`config.mk`:
```
export PLATFORM = sky130hd
export DESIGN_NAME = event_tx_arbiter
export DESIGN_NICKNAME = d
export VERILOG_FILES = /design/src/rtl/event_tx_arbiter.sv
export SDC_FILE = /design/constraint.sdc
export NUM_CORES = 1
export LEC_CHECK = 0
export ABC_CLOCK_PERIOD_IN_PS = 3200
export CORE_AREA = 2 2 59 61
export CTS_CLUSTER_SIZE = 24
export DETAILED_ROUTE_END_ITERATION = 16
export DIE_AREA = 0 0 61 63
export PLACE_DENSITY_LB_ADDON = 0.15
export RECOVER_POWER = 50
export SYNTH_ARGS = -nofsm -noshare
export SYNTH_HDL_FRONTEND = slang
export SYNTH_SLANG_ARGS = --single-unit
```
`constraint.sdc`:
```
create_clock -name clk -period 3.2 [get_ports clk]
set_input_delay 0.48 -clock clk [delete_from_list [all_inputs] [get_ports clk]]
set_output_delay 0.48 -clock clk [all_outputs]
set_load 0.1 [all_outputs]
```
`src/rtl/event_tx_arbiter.sv`:
```
// Round-robin arbiter that funnels single-cycle event pulses from N_SRC sources
// onto one request/ack transmit channel, tracking per-source overflow and losses.
module event_tx_arbiter #(
  parameter int N_SRC     = 4,
  parameter int CODE_BITS = 2,
  parameter int MISS_BITS = 4
) (
  input  logic                         clk,
  input  logic                         rst_n,
  input  logic [N_SRC-1:0]             src_pulse,
  input  logic [N_SRC-1:0]             src_en,
  output logic                         tx_request,
  output logic [CODE_BITS-1:0]         tx_code,
  input  logic                         tx_ack,
  output logic [N_SRC-1:0]             pending,
  output logic [N_SRC-1:0]             overflow,
  input  logic [N_SRC-1:0]             overflow_clr,
  output logic [N_SRC*MISS_BITS-1:0]   miss_cnt
);

  typedef enum logic [1:0] {
    IDLE  = 2'd0,
    OFFER = 2'd1,
    GAP   = 2'd2
  } state_e;

  localparam logic [MISS_BITS-1:0] MISS_MAX = {MISS_BITS{1'b1}};

  state_e                       state_q, state_d;
  logic [CODE_BITS-1:0]         rr_q, rr_d;
  logic [CODE_BITS-1:0]         tx_code_q, tx_code_d;
  logic                         tx_request_q, tx_request_d;
  logic [N_SRC-1:0]             pending_q, pending_d;
  logic [N_SRC-1:0]             overflow_q, overflow_d;
  logic [N_SRC*MISS_BITS-1:0]   miss_q, miss_d;

  logic                         ack_fire;
  logic [N_SRC-1:0]             src_acked;
  logic [N_SRC-1:0]             src_lost;

  function automatic logic [MISS_BITS-1:0] sat_inc(input logic [MISS_BITS-1:0] v);
    logic [MISS_BITS-1:0] r;
    if (v == MISS_MAX) begin
      r = v;
    end else begin
      r = v + MISS_BITS'(1);
    end
    return r;
  endfunction

  // First set request bit at or above start, wrapping around the source range.
  function automatic logic [CODE_BITS-1:0] rr_pick(input logic [N_SRC-1:0]     req,
                                                   input logic [CODE_BITS-1:0] start);
    logic                 found;
    logic [CODE_BITS-1:0] sel;
    int                   idx;
    found = 1'b0;
    sel   = '0;
    for (int k = 0; k < N_SRC; k++) begin
      idx = (int'(start) + k) % N_SRC;
      if (!found && req[idx]) begin
        found = 1'b1;
        sel   = CODE_BITS'(idx);
      end else begin
        found = found;
      end
    end
    return sel;
  endfunction

  function automatic logic [CODE_BITS-1:0] next_idx(input logic [CODE_BITS-1:0] code);
    logic [CODE_BITS-1:0] r;
    if (code == CODE_BITS'(N_SRC - 1)) begin
      r = '0;
    end else begin
      r = code + CODE_BITS'(1);
    end
    return r;
  endfunction

  // Ack only counts while an offer is outstanding; it then targets the granted source.
  always_comb begin
    ack_fire  = (state_q == OFFER) && tx_ack;
    src_acked = '0;
    src_lost  = '0;
    for (int i = 0; i < N_SRC; i++) begin
      src_acked[i] = ack_fire && (tx_code_q == CODE_BITS'(i));
      src_lost[i]  = src_en[i] && src_pulse[i] && pending_q[i] && !src_acked[i];
    end
  end

  // Per-source pending, overflow and miss counter next-state.
  always_comb begin
    pending_d  = pending_q;
    overflow_d = overflow_q;
    miss_d     = miss_q;
    for (int i = 0; i < N_SRC; i++) begin
      if (!src_en[i]) begin
        pending_d[i] = 1'b0;
      end else if (src_pulse[i]) begin
        pending_d[i] = 1'b1;
      end else if (src_acked[i]) begin
        pending_d[i] = 1'b0;
      end else begin
        pending_d[i] = pending_q[i];
      end

      // A loss in the same cycle as a clear restarts the count at one.
      if (src_lost[i]) begin
        overflow_d[i] = 1'b1;
        if (overflow_clr[i]) begin
          miss_d[i*MISS_BITS +: MISS_BITS] = MISS_BITS'(1);
        end else begin
          miss_d[i*MISS_BITS +: MISS_BITS] = sat_inc(miss_q[i*MISS_BITS +: MISS_BITS]);
        end
      end else if (overflow_clr[i]) begin
        overflow_d[i]                    = 1'b0;
        miss_d[i*MISS_BITS +: MISS_BITS] = '0;
      end else begin
        overflow_d[i]                    = overflow_q[i];
        miss_d[i*MISS_BITS +: MISS_BITS] = miss_q[i*MISS_BITS +: MISS_BITS];
      end
    end
  end

  // Offer FSM: grant only in IDLE, hold the offer until ack, then one idle gap cycle.
  always_comb begin
    state_d      = state_q;
    rr_d         = rr_q;
    tx_code_d    = tx_code_q;
    tx_request_d = tx_request_q;
    case (state_q)
      IDLE: begin
        if (|pending_q) begin
          tx_code_d    = rr_pick(pending_q, rr_q);
          tx_request_d = 1'b1;
          state_d      = OFFER;
        end else begin
          tx_request_d = 1'b0;
          state_d      = IDLE;
        end
      end
      OFFER: begin
        if (tx_ack) begin
          tx_request_d = 1'b0;
          rr_d         = next_idx(tx_code_q);
          state_d      = GAP;
        end else begin
          tx_request_d = 1'b1;
          state_d      = OFFER;
        end
      end
      GAP: begin
        tx_request_d = 1'b0;
        state_d      = IDLE;
      end
      default: begin
        tx_request_d = 1'b0;
        state_d      = IDLE;
      end
    endcase
  end

  // State registers with synchronous active-low reset.
  always_ff @(posedge clk) begin
    if (!rst_n) begin
      state_q      <= IDLE;
      rr_q         <= '0;
      tx_code_q    <= '0;
      tx_request_q <= 1'b0;
      pending_q    <= '0;
      overflow_q   <= '0;
      miss_q       <= '0;
    end else begin
      state_q      <= state_d;
      rr_q         <= rr_d;
      tx_code_q    <= tx_code_d;
      tx_request_q <= tx_request_d;
      pending_q    <= pending_d;
      overflow_q   <= overflow_d;
      miss_q       <= miss_d;
    end
  end

  assign tx_request = tx_request_q;
  assign tx_code    = tx_code_q;
  assign pending    = pending_q;
  assign overflow   = overflow_q;
  assign miss_cnt   = miss_q;

endmodule

```
Word-level counts from Yosys, hierarchy flattened

Cells that the tools add are included.
Widths: inputs -> output; s select.

Flip-flop bits (word level): 31
Input port bits: 15
Output and inout port bits: 27
Logic and storage cells: 157

Add/subtract/negate cells: 8
Magnitude comparators: 4
Equal/unequal tests: 12
Multiplexer cells: 63
Bitwise operators: 3
Reduce and logical (&&, ||, !) cells: 51

Operators with widths:

| operator            | number |
|---|---|
| $mux 4              | 16 |
| $mux 1              | 35 |
| $logic_and 1x1->1   | 20 |
| $reduce_and 2->1    | 10 |
| $add 4x1->4 const B | 4 |
| $eq 4x4->1 const B  | 4 |
| $reduce_bool 2->1   | 8 |
| $lt 3x4->1 const B  | 3 |
| $mux 2              | 6 |
| $bmux 1 s2          | 4 |
| $ne 2x2->1 const B  | 4 |
| $logic_not 1->1     | 7 |
| $reduce_or 2->1     | 3 |
| $add 2x1->2 const B | 2 |
| $add 2x2->2 const B | 2 |
| $eq 2x1->1 const B  | 2 |
| $eq 2x2->1 const B  | 2 |
| $logic_not 2->1     | 2 |
| $pmux 2 s2          | 1 |
| $reduce_or 4->1     | 1 |
| $and 1x1->1 const A | 3 |
| $lt 2x3->1 const B  | 1 |
| $pmux 1 s2          | 1 |

Longest topological paths before layout

Word-level depth: 18
Mapped depth: 6
Gate-level depth less buffers: 6

Least setup slack after synthesis

OpenSTA, ideal clock, no wires.

Path type: flip-flop to flip-flop
Start: reg tx_code_q[0], in the netlist tx_code[0]
End: reg miss_q[3], in the netlist miss_cnt[3]
Setup time: 70 ps
Arrival time: 2168 ps
Data required time: 3130 ps
Path slack: 962 ps
Stages on the path, launching flop included: 7
Path buffers: 0
Clock period less this slack: 2238 ps
Cell sequence: dfxtp_1 -> inv_1 -> ha_1 -> nand4b_2 -> nand4_4 -> or3_1 -> a21oi_1

Cells in the longest elaborated chain, start to end: 6
Elaborated cells between the ends (all ways): 7
Those cells by class: mux: 1; reduce/logical: 6

RTL lines:

| what                        | RTL line | text |
|---|---|---|
| from (decl)                 | 31       | `logic [CODE_BITS-1:0] tx_code_q, tx_code_d;` |
| from (signal assigned)      | 177      | `tx_code_q <= tx_code_d;` |
| $logic_not 2->1 *           | 87       | `src_acked[i] = ack_fire && (tx_code_q == CODE_BITS'(i));` |
| $logic_and 1x1->1 *         | 87       |  |
| $logic_not 1->1 *           | 88       | `src_lost[i] = src_en[i] && src_pulse[i] && pending_q[i] && !src_acked[i];` |
| $logic_and 1x1->1 *         | 88       |  |
| $reduce_bool 2->1 (no line) | -        |  |
| $reduce_and 2->1 (no line)  | -        |  |
| to (signal assigned)        | 181      | `miss_q <= miss_d;` |
| to (decl)                   | 35       | `logic [N_SRC*MISS_BITS-1:0] miss_q, miss_d;` |

Every way passes the cells marked *; elsewhere a longest branch is shown, timed or not.
A chain may end at the register's enable or synchronous reset.

Worst setup path after layout

Start: reg overflow_q[0], in the netlist overflow[0]
End: out overflow[0]

RTL lines:

| what                   | RTL line | text |
|---|---|---|
| from (decl)            | 34       | `logic [N_SRC-1:0] overflow_q, overflow_d;` |
| from (signal assigned) | 180      | `overflow_q <= overflow_d;` |
| to (decl)              | 16       | `output logic [N_SRC-1:0] overflow,` |

No word-level cell between the ends.

==> out/qor.csv <==
stage,metric,value,unit
outcome,status,completed,
power,seqPwrFrac,51.8,%
setup_path,slowest_delay,1.13,ns
clock_tree,cts_setup_buffers,0,
sta,worstMarginPinSlew,1.170,ns
clock_tree,h-tree-depth,2,
min_path,holdPathEnd,rr_q[0],
setup_path,cp.required,2.72,ns
detailed_routing,first_iter_violations,66,
cells_and_area,layout_common_cells,"dfxtp_1, clkdlybuf4s50_1, clkbuf_1",
floorplanning,core.rowCount,21,
clock_tree,insertion_delay,0.33,ns
synth,yosys.area_share.simple,30.45,%
sta,slew_violations,0,
sta,fin_setup_tns,0,ns
sta,relSlewSlack,22.35,%
synth,syn_nets,190,
sta,fmax,438.3,MHz
global_route,grt_pass1_wl,5.575,mm
floorplanning,die_area,3843,sq um
place,dpl.cell_count,251,
setup_path,slowest_stage,clkdlybuf4s50_1,
setup_path,r2r_setup_slack,1.52,ns
global_route,antenna_found_initial,0,
setup_path,start_kind,register,
synth,synth_xor_area_share,0,%
setup_path,endpoint_kind,primary output,
sta,period_share,71.30,%
setup_path,timing.critical_path.buf_inv,1,
clock_tree,clkTransAtPathRegs,0.10,ns
floorplanning,pin_count,42,
synth,ys_ff_latch,30,
synth,muxShareOfSynthArea,3.846,%
setup_path,reg2reg_to,miss_cnt[9],
min_path,min_from,rr_q[0],
place,io_buffers,41,
power,peakVddDrop,0.2526,mV
synth,postSynth.asyncResetShare,0,%
setup_path,reg2reg_from,tx_code[0],
clock_tree,clockRootBuffer,clkbuf_4,
clock_tree,cts-buffers-inserted,5,
sta,hold_viol_final,0,
clock_tree,cts.sinks,30,
global_route,grt_start_max_net_pins,28,
clock_tree,cts_buffer_depth,2,
setup_path,cp_max_fo,2,
clock_tree,cts_tree,done,
setup_path,worstSetupPathType,reg -> out,
detailed_routing,routedWlPerCell,12.82,microns
cells_and_area,fin_nets,235,
power,p_leak,0.7559,nW
synth,ys_types,41,
floorplanning,fp.dieH,63,microns
global_route,grt_usage,18.81,%
detailed_routing,routed_wirelength,3.320,mm
floorplanning,coreArea,3232,sq um
global_route,grt.overflow.total,0,
place,gp_congestion,0.7840,
cells_and_area,fin_area,1962,sq um
detailed_routing,ant_nets,0,
synth,synth_compound_area_share,18.43,%
clock_tree,cts_hold_buffers,0,
place,place_area,1961,sq um
setup_path,crit_arrival,1.80,ns
detailed_routing,viasPerCell,5.436,
min_path,hold_class,reg -> reg,
synth,synthesis.area,1561,sq um
cells_and_area,instances_no_fill,259,
floorplanning,die_w,61,microns
cells_and_area,drive_above_1_share,12.21,%
synth,yosysWarningCount,0,
power,power.share.switching,30.53,%
global_route,first_global_vias,1334,
job,maxCapViolCount,0,
synth,synthFlopType,dfxtp_1,
min_path,hold_path_depth,2,
floorplanning,initial_core_util,48.32,%
detailed_routing,drc_errors,0,
sta,skew,0.01144,ns
detailed_routing,dr.pass1.iters,4,
sta,grt_setup_unrepaired,no,
cells_and_area,final_core_util,60.70,%
place,place_hpwl,2.491,mm
setup_path,crit_chain,clkdlybuf4s50_1,
setup_path,critical_path.top_delay_family,buffers and inverters,
synth,avgSynthCellArea,9.350,sq um
power,pwr_density_cell,389.3,nW/um^2
synth,synthAdderAreaFrac,6.410,%
power,p_clk_share,31.3,%
cells_and_area,area_delta_synth_final,25.64,%
power,p_comb_share,16.9,%
detailed_routing,route.vias.total,1408,
power,p_sw,0.0002331,W
sta,setup_viol,0,
sta,fin_crit,2.282,ns
power,intPower,0.0005306,W
setup_path,reg2reg_depth,6,
synth,yosysSeqAreaShare,38.46,%
cells_and_area,diodes,0,
synth,synth_top_family_by_area,simple AND/OR/NAND/NOR gates,
clock_tree,cts.repair.resized,0,
synth,synth_edf_count,0,
synth,synthCells,167,
cells_and_area,final_common_cell,dfxtp_1,
==> power by group through the flow <==
stage | clock, W | combinational [W] | sequential, W
6_report | 0.000239 | 0.000129 | 0.000395
5_1_grt | 0.000260 | 0.000137 | 0.000397
4_1_cts | 0.000245 | 0.000132 | 0.000396
3_5_place_dp | 0 | 0.000131 | 0.000404
3_3_place_gp | 0 | 0.000129 | 0.000404
2_1_floorplan | 0 | 0.0000416 | 0.000451
==> per-layer routing <==
| layer | vias up | global-route usage (%) | routed length, microns |
|---|---|---|---|
| met5 | - | 0 | 0 |
| met4 | 0 | 7.337 | 55 |
| met3 | 7 | 4.762 | 155 |
| met2 | 31 | 29.84 | 1560 |
| met1 | 660 | 23.91 | 1550 |
| li1 | 710 | - | - |
==> sequential cells by signal (all words and copies together) (netlist names) <==
name      cells
overflow      4
pending       4
tx_code       2
miss_cnt     16
rr_q          2
state_q       2
==> metrics by stage <==
stage	hold slack [ns]	power, W	worst slack [ns]
finish	0.4959	0.0007637	0.9185
global route	0.5422	0.0007944	0.8677
CTS	0.5000	0.0007721	0.9048
detailed placement	0.4858	0.0005355	1.068
global placement	0.4774	0.0005331	1.134
floorplan	0.4542	0.0004929	0.9625
==> cell families (layout without fill, tap and decap cells) <==
family                     Yosys count  after routing
and+or+nand+nor                     74             74
AOI/OAI and AO/OA                   39             39
DFF                                 30             30
buffers and inverters               10             56
adders and majority gates            8              8
muxes                                6              6
==> cell usage after synthesis (4+ instances only) <==
| library cell | instances | area share [%] |
|---|---|---|
| dfxtp_1 | 30 | 38 |
| nand2_1 | 11 | 2.6 |
| ha_1 | 8 | 6.4 |
| nand3_1 | 8 | 2.6 |
| nor2_1 | 8 | 1.9 |
| nor2b_1 | 8 | 3.2 |
| inv_1 | 7 | 1.7 |
| mux2i_1 | 6 | 3.8 |
| o21a_1 | 6 | 2.9 |
| a21oi_1 | 5 | 1.6 |
| and3_1 | 5 | 2.0 |
| nand2b_1 | 5 | 2.0 |
| o21ai_0 | 5 | 1.6 |
| a211oi_1 | 4 | 1.9 |
| and4b_1 | 4 | 2.6 |
| o211a_1 | 4 | 2.6 |
==> how the worst max path moves through the flow <==
stage                     slack, ns          end         from  cells past startpoint
after floorplan                0.96  miss_cnt[3]   tx_code[0]                      6
after global placement         1.13   tx_code[0]        rst_n                      3
after detailed placement       1.07   tx_code[0]        rst_n                      3
after CTS                      0.90  overflow[0]  overflow[0]                      1
after global routing           0.87  overflow[2]  overflow[2]                      1
final                          0.92  overflow[0]  overflow[0]                      1
==> area by class of cell <==
class	count	area, sq um
Clock buffer	6	51.30
Multi-Input combinational cell	127	917.1
Sequential cell	30	600.6
Clock inverter	2	12.51
Inverter	7	26.28
Tap cell	46	57.56
Timing Repair Buffer	41	296.5
Fill cell	316	1270
Power figures use the tool's default switching activity.
